===== src/rtl/versat_sched_pkg.sv =====
// Shared types and constants for the Versat run scheduler.
// State encoding, control-register offsets and STATUS bit positions.
package versat_sched_pkg;

  typedef enum logic [1:0] {
    S_IDLE,
    S_PULSE,
    S_GUARD,
    S_WAIT
  } state_e;

  localparam logic [1:0] REG_CMD    = 2'd0;
  localparam logic [1:0] REG_ITER   = 2'd1;
  localparam logic [1:0] REG_STATUS = 2'd2;
  localparam logic [1:0] REG_TMO    = 2'd3;

  localparam int CMD_START = 0;
  localparam int CMD_ABORT = 1;

  localparam int ST_BUSY    = 0;
  localparam int ST_DONE    = 1;
  localparam int ST_ABORTED = 2;
  localparam int ST_TIMEOUT = 3;

endpackage


===== src/rtl/versat_rr_arb2.sv =====
// Two-master round-robin arbiter for the accelerator memory port.
// Holds the grant until acc_ready; the pointer flips on each completion.
module versat_rr_arb2 #(
  parameter int DATA_W = 32,
  parameter int ADDR_W = 12
) (
  input  logic                clk,
  input  logic                rst,
  input  logic                hold,
  input  logic                m0_valid,
  input  logic [ADDR_W-1:0]   m0_addr,
  input  logic [DATA_W/8-1:0] m0_wstrb,
  input  logic [DATA_W-1:0]   m0_wdata,
  output logic                m0_ready,
  output logic [DATA_W-1:0]   m0_rdata,
  input  logic                m1_valid,
  input  logic [ADDR_W-1:0]   m1_addr,
  input  logic [DATA_W/8-1:0] m1_wstrb,
  input  logic [DATA_W-1:0]   m1_wdata,
  output logic                m1_ready,
  output logic [DATA_W-1:0]   m1_rdata,
  output logic                acc_valid,
  output logic [ADDR_W-1:0]   acc_addr,
  output logic [DATA_W/8-1:0] acc_wstrb,
  output logic [DATA_W-1:0]   acc_wdata,
  input  logic                acc_ready,
  input  logic [DATA_W-1:0]   acc_rdata
);

  logic lock_q, lock_d;
  logic own_q, own_d;
  logic rr_q, rr_d;
  logic sel, gnt;
  logic s0, s1;

  always_comb begin
    sel = own_q;
    gnt = 1'b0;
    if (lock_q) begin
      gnt = 1'b1;
    end else if (!hold && (m0_valid || m1_valid)) begin
      gnt = 1'b1;
      sel = (m0_valid && m1_valid) ? rr_q : m1_valid;
    end
  end

  assign acc_valid = gnt && (sel ? m1_valid : m0_valid);
  assign s0 = acc_valid && !sel;
  assign s1 = acc_valid && sel;

  assign acc_addr  = s1 ? m1_addr  : (s0 ? m0_addr  : '0);
  assign acc_wstrb = s1 ? m1_wstrb : (s0 ? m0_wstrb : '0);
  assign acc_wdata = s1 ? m1_wdata : (s0 ? m0_wdata : '0);

  assign m0_ready = s0 && acc_ready;
  assign m1_ready = s1 && acc_ready;
  assign m0_rdata = s0 ? acc_rdata : '0;
  assign m1_rdata = s1 ? acc_rdata : '0;

  always_comb begin
    lock_d = lock_q;
    own_d  = own_q;
    rr_d   = rr_q;
    if (acc_valid && acc_ready) begin
      lock_d = 1'b0;
      rr_d   = !sel;
    end else if (acc_valid) begin
      lock_d = 1'b1;
      own_d  = sel;
    end
  end

  always_ff @(posedge clk or negedge rst) begin
    if (!rst) begin
      lock_q <= 1'b0;
      own_q  <= 1'b0;
      rr_q   <= 1'b0;
    end else begin
      lock_q <= lock_d;
      own_q  <= own_d;
      rr_q   <= rr_d;
    end
  end

endmodule


===== src/rtl/versat_run_sched.sv =====
// Versat run scheduler: run sequencing, watchdog, control registers
// and the shared accelerator memory port.
module versat_run_sched
  import versat_sched_pkg::*;
#(
  parameter int DATA_W   = 32,
  parameter int ADDR_W   = 12,
  parameter int CNT_W    = 16,
  parameter int TMO_W    = 20,
  parameter bit MEM_LOCK = 1'b1
) (
  input  logic                clk,
  input  logic                rst,
  input  logic                ctrl_valid,
  input  logic [1:0]          ctrl_addr,
  input  logic [DATA_W/8-1:0] ctrl_wstrb,
  input  logic [DATA_W-1:0]   ctrl_wdata,
  output logic                ctrl_ready,
  output logic [DATA_W-1:0]   ctrl_rdata,
  input  logic                m0_valid,
  input  logic [ADDR_W-1:0]   m0_addr,
  input  logic [DATA_W/8-1:0] m0_wstrb,
  input  logic [DATA_W-1:0]   m0_wdata,
  output logic                m0_ready,
  output logic [DATA_W-1:0]   m0_rdata,
  input  logic                m1_valid,
  input  logic [ADDR_W-1:0]   m1_addr,
  input  logic [DATA_W/8-1:0] m1_wstrb,
  input  logic [DATA_W-1:0]   m1_wdata,
  output logic                m1_ready,
  output logic [DATA_W-1:0]   m1_rdata,
  output logic                acc_valid,
  output logic [ADDR_W-1:0]   acc_addr,
  output logic [DATA_W/8-1:0] acc_wstrb,
  output logic [DATA_W-1:0]   acc_wdata,
  input  logic                acc_ready,
  input  logic [DATA_W-1:0]   acc_rdata,
  output logic                acc_run,
  input  logic                acc_done,
  output logic                irq
);

  state_e             state_q, state_d;
  logic [CNT_W-1:0]   iter_q, iter_d;
  logic [CNT_W-1:0]   rem_q, rem_d;
  logic [CNT_W-1:0]   iters_q, iters_d;
  logic [TMO_W-1:0]   tmo_q, tmo_d;
  logic [TMO_W-1:0]   wdog_q, wdog_d;
  logic               guard_q, guard_d;
  logic               done_q, done_d;
  logic               abrt_q, abrt_d;
  logic               tout_q, tout_d;
  logic               irq_q, irq_d;
  logic               accd_q, accd_d;
  logic               rdy_q, rdy_d;
  logic [DATA_W-1:0]  rdata_q, rdata_d;

  logic               acc_en, wr, busy;
  logic               start, abort;
  logic [DATA_W-1:0]  status, rd_mux;
  logic               unused_wdata;

  // A held request is acknowledged once; the write acts on its first cycle.
  assign acc_en = ctrl_valid && !rdy_q;
  assign wr     = acc_en && (|ctrl_wstrb);
  assign start  = wr && ctrl_addr == REG_CMD && ctrl_wdata[CMD_START];
  assign abort  = wr && ctrl_addr == REG_CMD && ctrl_wdata[CMD_ABORT];
  assign busy   = state_q != S_IDLE;
  assign unused_wdata = ^ctrl_wdata;

  always_comb begin
    status = '0;
    status[ST_BUSY]    = busy;
    status[ST_DONE]    = done_q;
    status[ST_ABORTED] = abrt_q;
    status[ST_TIMEOUT] = tout_q;
    status[DATA_W-1 -: CNT_W] = iters_q;
  end

  always_comb begin
    rd_mux = '0;
    unique case (1'b1)
      ctrl_addr == REG_ITER:   rd_mux = DATA_W'(iter_q);
      ctrl_addr == REG_STATUS: rd_mux = status;
      ctrl_addr == REG_TMO:    rd_mux = DATA_W'(tmo_q);
      default:                 rd_mux = '0;
    endcase
  end

  always_comb begin
    state_d = state_q;
    iter_d  = iter_q;
    rem_d   = rem_q;
    iters_d = iters_q;
    tmo_d   = tmo_q;
    wdog_d  = wdog_q;
    guard_d = guard_q;
    done_d  = done_q;
    abrt_d  = abrt_q;
    tout_d  = tout_q;
    irq_d   = 1'b0;
    accd_d  = acc_done;
    rdy_d   = acc_en;
    rdata_d = (acc_en && !wr) ? rd_mux : '0;

    if (wr && ctrl_addr == REG_ITER && !busy)
      iter_d = ctrl_wdata[CNT_W-1:0];
    if (wr && ctrl_addr == REG_TMO)
      tmo_d = ctrl_wdata[TMO_W-1:0];

    unique case (state_q)
      S_IDLE: begin
        if (start) begin
          iters_d = '0;
          done_d  = 1'b0;
          abrt_d  = 1'b0;
          tout_d  = 1'b0;
          if (iter_q != '0) begin
            rem_d   = iter_q;
            state_d = S_PULSE;
          end else begin
            done_d = 1'b1;
            irq_d  = 1'b1;
          end
        end
      end
      S_PULSE: begin
        rem_d   = rem_q - CNT_W'(1);
        wdog_d  = '0;
        guard_d = 1'b0;
        state_d = S_GUARD;
      end
      // Unit done still reflects the previous run for a cycle.
      S_GUARD: begin
        guard_d = 1'b1;
        if (guard_q) state_d = S_WAIT;
      end
      S_WAIT: begin
        if (accd_q) begin
          iters_d = iters_q + CNT_W'(1);
          if (rem_q == '0) begin
            state_d = S_IDLE;
            done_d  = 1'b1;
            irq_d   = 1'b1;
          end else begin
            state_d = S_PULSE;
          end
        end else begin
          wdog_d = wdog_q + TMO_W'(1);
          if (wdog_d == tmo_q) begin
            state_d = S_IDLE;
            tout_d  = 1'b1;
            irq_d   = 1'b1;
          end
        end
      end
      default: state_d = S_IDLE;
    endcase

    if (abort && busy) begin
      state_d = S_IDLE;
      iters_d = iters_q;
      done_d  = done_q;
      tout_d  = tout_q;
      abrt_d  = 1'b1;
      irq_d   = 1'b1;
    end
  end

  always_ff @(posedge clk or negedge rst) begin
    if (!rst) begin
      state_q <= S_IDLE;
      iter_q  <= CNT_W'(1);
      rem_q   <= '0;
      iters_q <= '0;
      tmo_q   <= '1;
      wdog_q  <= '0;
      guard_q <= 1'b0;
      done_q  <= 1'b0;
      abrt_q  <= 1'b0;
      tout_q  <= 1'b0;
      irq_q   <= 1'b0;
      accd_q  <= 1'b0;
      rdy_q   <= 1'b0;
      rdata_q <= '0;
    end else begin
      state_q <= state_d;
      iter_q  <= iter_d;
      rem_q   <= rem_d;
      iters_q <= iters_d;
      tmo_q   <= tmo_d;
      wdog_q  <= wdog_d;
      guard_q <= guard_d;
      done_q  <= done_d;
      abrt_q  <= abrt_d;
      tout_q  <= tout_d;
      irq_q   <= irq_d;
      accd_q  <= accd_d;
      rdy_q   <= rdy_d;
      rdata_q <= rdata_d;
    end
  end

  assign acc_run    = state_q == S_PULSE;
  assign irq        = irq_q;
  assign ctrl_ready = rdy_q;
  assign ctrl_rdata = rdata_q;

  versat_rr_arb2 #(
    .DATA_W (DATA_W),
    .ADDR_W (ADDR_W)
  ) u_arb (
    .clk       (clk),
    .rst       (rst),
    .hold      (MEM_LOCK && busy),
    .m0_valid  (m0_valid),
    .m0_addr   (m0_addr),
    .m0_wstrb  (m0_wstrb),
    .m0_wdata  (m0_wdata),
    .m0_ready  (m0_ready),
    .m0_rdata  (m0_rdata),
    .m1_valid  (m1_valid),
    .m1_addr   (m1_addr),
    .m1_wstrb  (m1_wstrb),
    .m1_wdata  (m1_wdata),
    .m1_ready  (m1_ready),
    .m1_rdata  (m1_rdata),
    .acc_valid (acc_valid),
    .acc_addr  (acc_addr),
    .acc_wstrb (acc_wstrb),
    .acc_wdata (acc_wdata),
    .acc_ready (acc_ready),
    .acc_rdata (acc_rdata)
  );

endmodule

===== config.mk =====
export PLATFORM = sky130hd
export DESIGN_NAME = versat_run_sched
export DESIGN_NICKNAME = d
export VERILOG_FILES = /design/src/rtl/versat_sched_pkg.sv /design/src/rtl/versat_rr_arb2.sv /design/src/rtl/versat_run_sched.sv
export SDC_FILE = /design/constraint.sdc
export NUM_CORES = 1
export LEC_CHECK = 0
export ABC_AREA = 1
export BUFFER_PORTS_ARGS = -buffer_cell sky130_fd_sc_hd__buf_2
export CAP_MARGIN = 15
export CORE_AREA = 2 2 118 178
export DETAILED_ROUTE_END_ITERATION = 8
export DIE_AREA = 0 0 120 180
export PLACE_DENSITY = 0.72
export SLEW_MARGIN = 20
export SYNTH_ARGS = -nofsm -noshare
export SYNTH_HDL_FRONTEND = slang
export SYNTH_SLANG_ARGS = --single-unit

===== constraint.sdc =====
create_clock -name clk -period 2.45 [get_ports clk]
set_clock_uncertainty 0.05 [all_clocks]
set_input_delay 0.49 -clock clk [delete_from_list [all_inputs] [get_ports clk]]
set_output_delay 0.49 -clock clk [all_outputs]
set_load 0.005 [all_outputs]

==> flow_metrics.tcl <==
set metrics [dict create \
    rr_endpoint "irq" \
    crit_start "state_q[0]" \
    p_leak_uw 0.00590 \
    cts.sinks 132 \
    syn_inst 1083 \
    hold_class "in2reg" \
    drt_iter0_markers 874 \
    critPathKind "reg2out" \
    endpoint_kind "output pin" \
    worst_pin_slew_ps 527 \
    io_buffers 310 \
    post-place-ws_ps -263 \
    drt_wl_total_mm 32.0 \
    grt_max_degree 76 \
    min_period_ps 3040 \
    path_clk_slew_ps 60 \
    grt_pass1_vias 9228 \
    async_reset_ff_share_pct 100 \
    coreArea_um2 20100 \
    ys_ff_latch 132 \
    fp.dieArea_um2 21600 \
    via_per_inst 5.30 \
    path_buf_inv 7 \
    dp_hpwl_mm 25.2 \
    grt_usage_pct 29.6 \
    postSynthAreaPerCell_um2 7.31 \
    cp_top_family "buffers and inverters" \
    dr.pass1.iters 5 \
    maxSlewViolCount 0 \
    p_per_area_nw_per_um2 1060 \
    drv_cap 0 \
    rsz0062_at_grt "yes" \
    io_pins 323 \
    required_ps 1910 \
    worst_ep_arrival_time_ps 2500 \
    rows 64 \
    overflow 0 \
    violations "setup timing" \
    start_util_pct 39.4 \
    cp-endpoint "m0_rdata[13]" \
    vias 9267 \
    slowest_stage "dfrtp_1" \
    worstPathMaxFanout 8 \
    setup_viol 115 \
    synth_top_cell_area_share_pct 35.1 \
    grt_pass1_wl_mm 48.9 \
    clock_path_buffers 2 \
    synth.most_common_cell "nand2_1" \
    postRouteAntennaNets 0 \
    cpPeakStageDelay_ps 390 \
    cts_root_buf "clkbuf_16" \
    fin_util_pct 57.5 \
    insertion_delay_ps 430 \
    area_growth_syn_to_layout_pct 46.0 \
    synth_fp_nets 1264 \
    antenna_found_initial 5 \
    fp.dieH_um 180 \
    ys_seq_area_share_pct 42.1 \
    yosysTopAreaCell "dfrtp_1" \
    r2r_slack_ps 90 \
    nNetsFinal 1646 \
    final_layout_size_suffix_gt1_share_pct 37.6 \
    routedWlPerCell_um 18.3 \
    worst_slew_margin_rel_pct 64.8 \
    crit_cells 15 \
    htreeDepth 4 \
    min_from "acc_done" \
    ir_drop_uv 736 \
    path_cells "inv_2 -> ha_4 -> inv_4 -> a21oi_4 -> inv_2 -> o21bai_1 -> nand2_2 -> o22ai_4 -> buf_6 -> nor2_4 -> buf_6 -> nand2_8 -> clkbuf_16 -> nor2_1 -> buf_2" \
    synth_edf_count 0 \
    yosys_warnings 0 \
    fmax_ghz 0.329 \
    rr_worst_depth 15 \
    cts_tree "built" \
    crit-reg2reg-launch "wdog_q[0]" \
    cts_made_buffers 17 \
    fin_crit_sh_pct 124 \
    synth_ff_type "dfrtp_1" \
    ys_types 42 \
    drc 0 \
    setup.worst_path.start_class "flop" \
    ys_top_cells_by_count "nand2_1 (205), nor2_1 (162), inv_1 (154)" \
    die_w_um 120 \
    synth_area_um2 7920 \
    place.gp.congestion 0.942 \
    hold_viol 0 \
    outcome "finished, violations left" \
    fin_tns_setup_ps -62400 \
    yosys-top-cells-area "dfrtp_1 (35%), nand2_1 (9.7%), nor2_1 (7.7%)" \
    fin_ws_ps -592 \
]
==> layout make-up <==
cell class | instances | area [um2]
Fill cell | 1866 | 8540
Multi-Input combinational cell | 744 | 4100
Sequential cell | 132 | 3330
Timing Repair Buffer | 407 | 2560
Inverter | 163 | 617
Clock buffer | 18 | 429
Tap cell | 264 | 330
Clock inverter | 14 | 178
Antenna cell | 5 | 12.5
==> cell families (layout without fill, tap and decap cells) <==
family                   count (synthesis)  in the layout  share of synthesized area (%)
buffers and inverters                  207            602                           10.4
XOR/XNOR                                 7              7                          0.774
AO/OA/AOI/OAI                          211            211                           17.3
adder cells (fa/ha/maj)                  8              8                           1.26
other                                    0              5                              0
AND/OR/NAND/NOR                        517            517                           28.0
multiplexers                             1              1                          0.142
flip-flops                             132            132                           42.1
==> placed cells by master (no fill, tap or decap), types with 4 or more instances in the layout <==
cell       count
buf_2        306
nand2_1      202
inv_1        150
dfrtp_1      110
nor2_1       106
nand3_1       76
buf_4         72
o21ai_0       70
a21oi_1       51
a32o_1        43
nor2_2        39
nor3_1        27
nor2_4        27
nand4_1       24
o22ai_1       22
dfstp_2       21
clkbuf_16     18
buf_6         14
buf_12         9
inv_2          8
ha_1           7
nor4_1         6
xor2_1         6
diode_2        5
a32o_2         5
clkinv_4       5
nand2_2        4
o211ai_1       4
o31ai_1        4
==> routing by layer <==
| metal | GRT usage (%) | vias to the layer above | part of all wire [%] |
|---|---|---|---|
| met5 | 0 | - | 0 |
| met4 | 13.0 | 0 | 4.0 |
| met3 | 8.53 | 75 | 9.8 |
| met2 | 48.3 | 474 | 47 |
| met1 | 36.1 | 4339 | 39 |
| li1 | - | 4379 | - |
==> repair_timing <==
action	in CTS	in global routing
pin swaps	26	13
setup endpoints to repair	115	121
setup buffers	24	3
hold endpoints to repair	11	0
gates cloned	4	1
resized for setup	48	73
hold buffers	1	0
==> through the flow <==
stage / std cells / hold slack, ps / total power [uW] / cell area [um2]
CTS: 1745 / 160 / 12000 / 11300
detailed placement: 1686 / 435 / 8460 / 10200
global placement: 1686 / 417 / 8370 / 10200
floorplan: 1083 / 144 / 6040 / 7930
finish: 1747 / 154 / 12200 / 11600
global route: 1747 / 147 / 13000 / 11600
==> worst min path at each step <==
stage          slack [ps]           to  cells after the start
2_1_floorplan         140       abrt_q                      0
3_3_place_gp          420  iters_q[15]                      2
3_5_place_dp          430   ctrl_ready                      1
4_1_cts               160       accd_q                      1
5_1_grt               150       accd_q                      1
6_report              150       accd_q                      1
==> report_power, final <==
part           switching [uW]  internal [uW]  leakage, uW  total, uW
clock                    1040           1620     0.000301       2660
sequential                331           2690      0.00166       3020
combinational            3570           2980      0.00394       6550
total                    4950           7280      0.00590      12200
==> state kept, by name (all words and copies together) (netlist names), 2 cells and up <==
register and count:
ctrl_rdata 32, iters_q 16, tmo_q 20, iter_q 16
rem_q 16, wdog_q 20, state_q 2
==> worst register-to-register path: stages (launching register included) <==
cell	delay [ps]
dfrtp_1	380
ha_1	230
nand2_2	100
nor2_4	60
nand3_1	170
nand2_1	100
buf_4	140
nand3_1	50
nand2_1	80
nor2_1	110
nand2_1	60
nor2_1	190
nand3_1	180
nand2_1	120
nand2_1	70
a21oi_2	170
No activity file was read; power rests on OpenSTA's default activity.
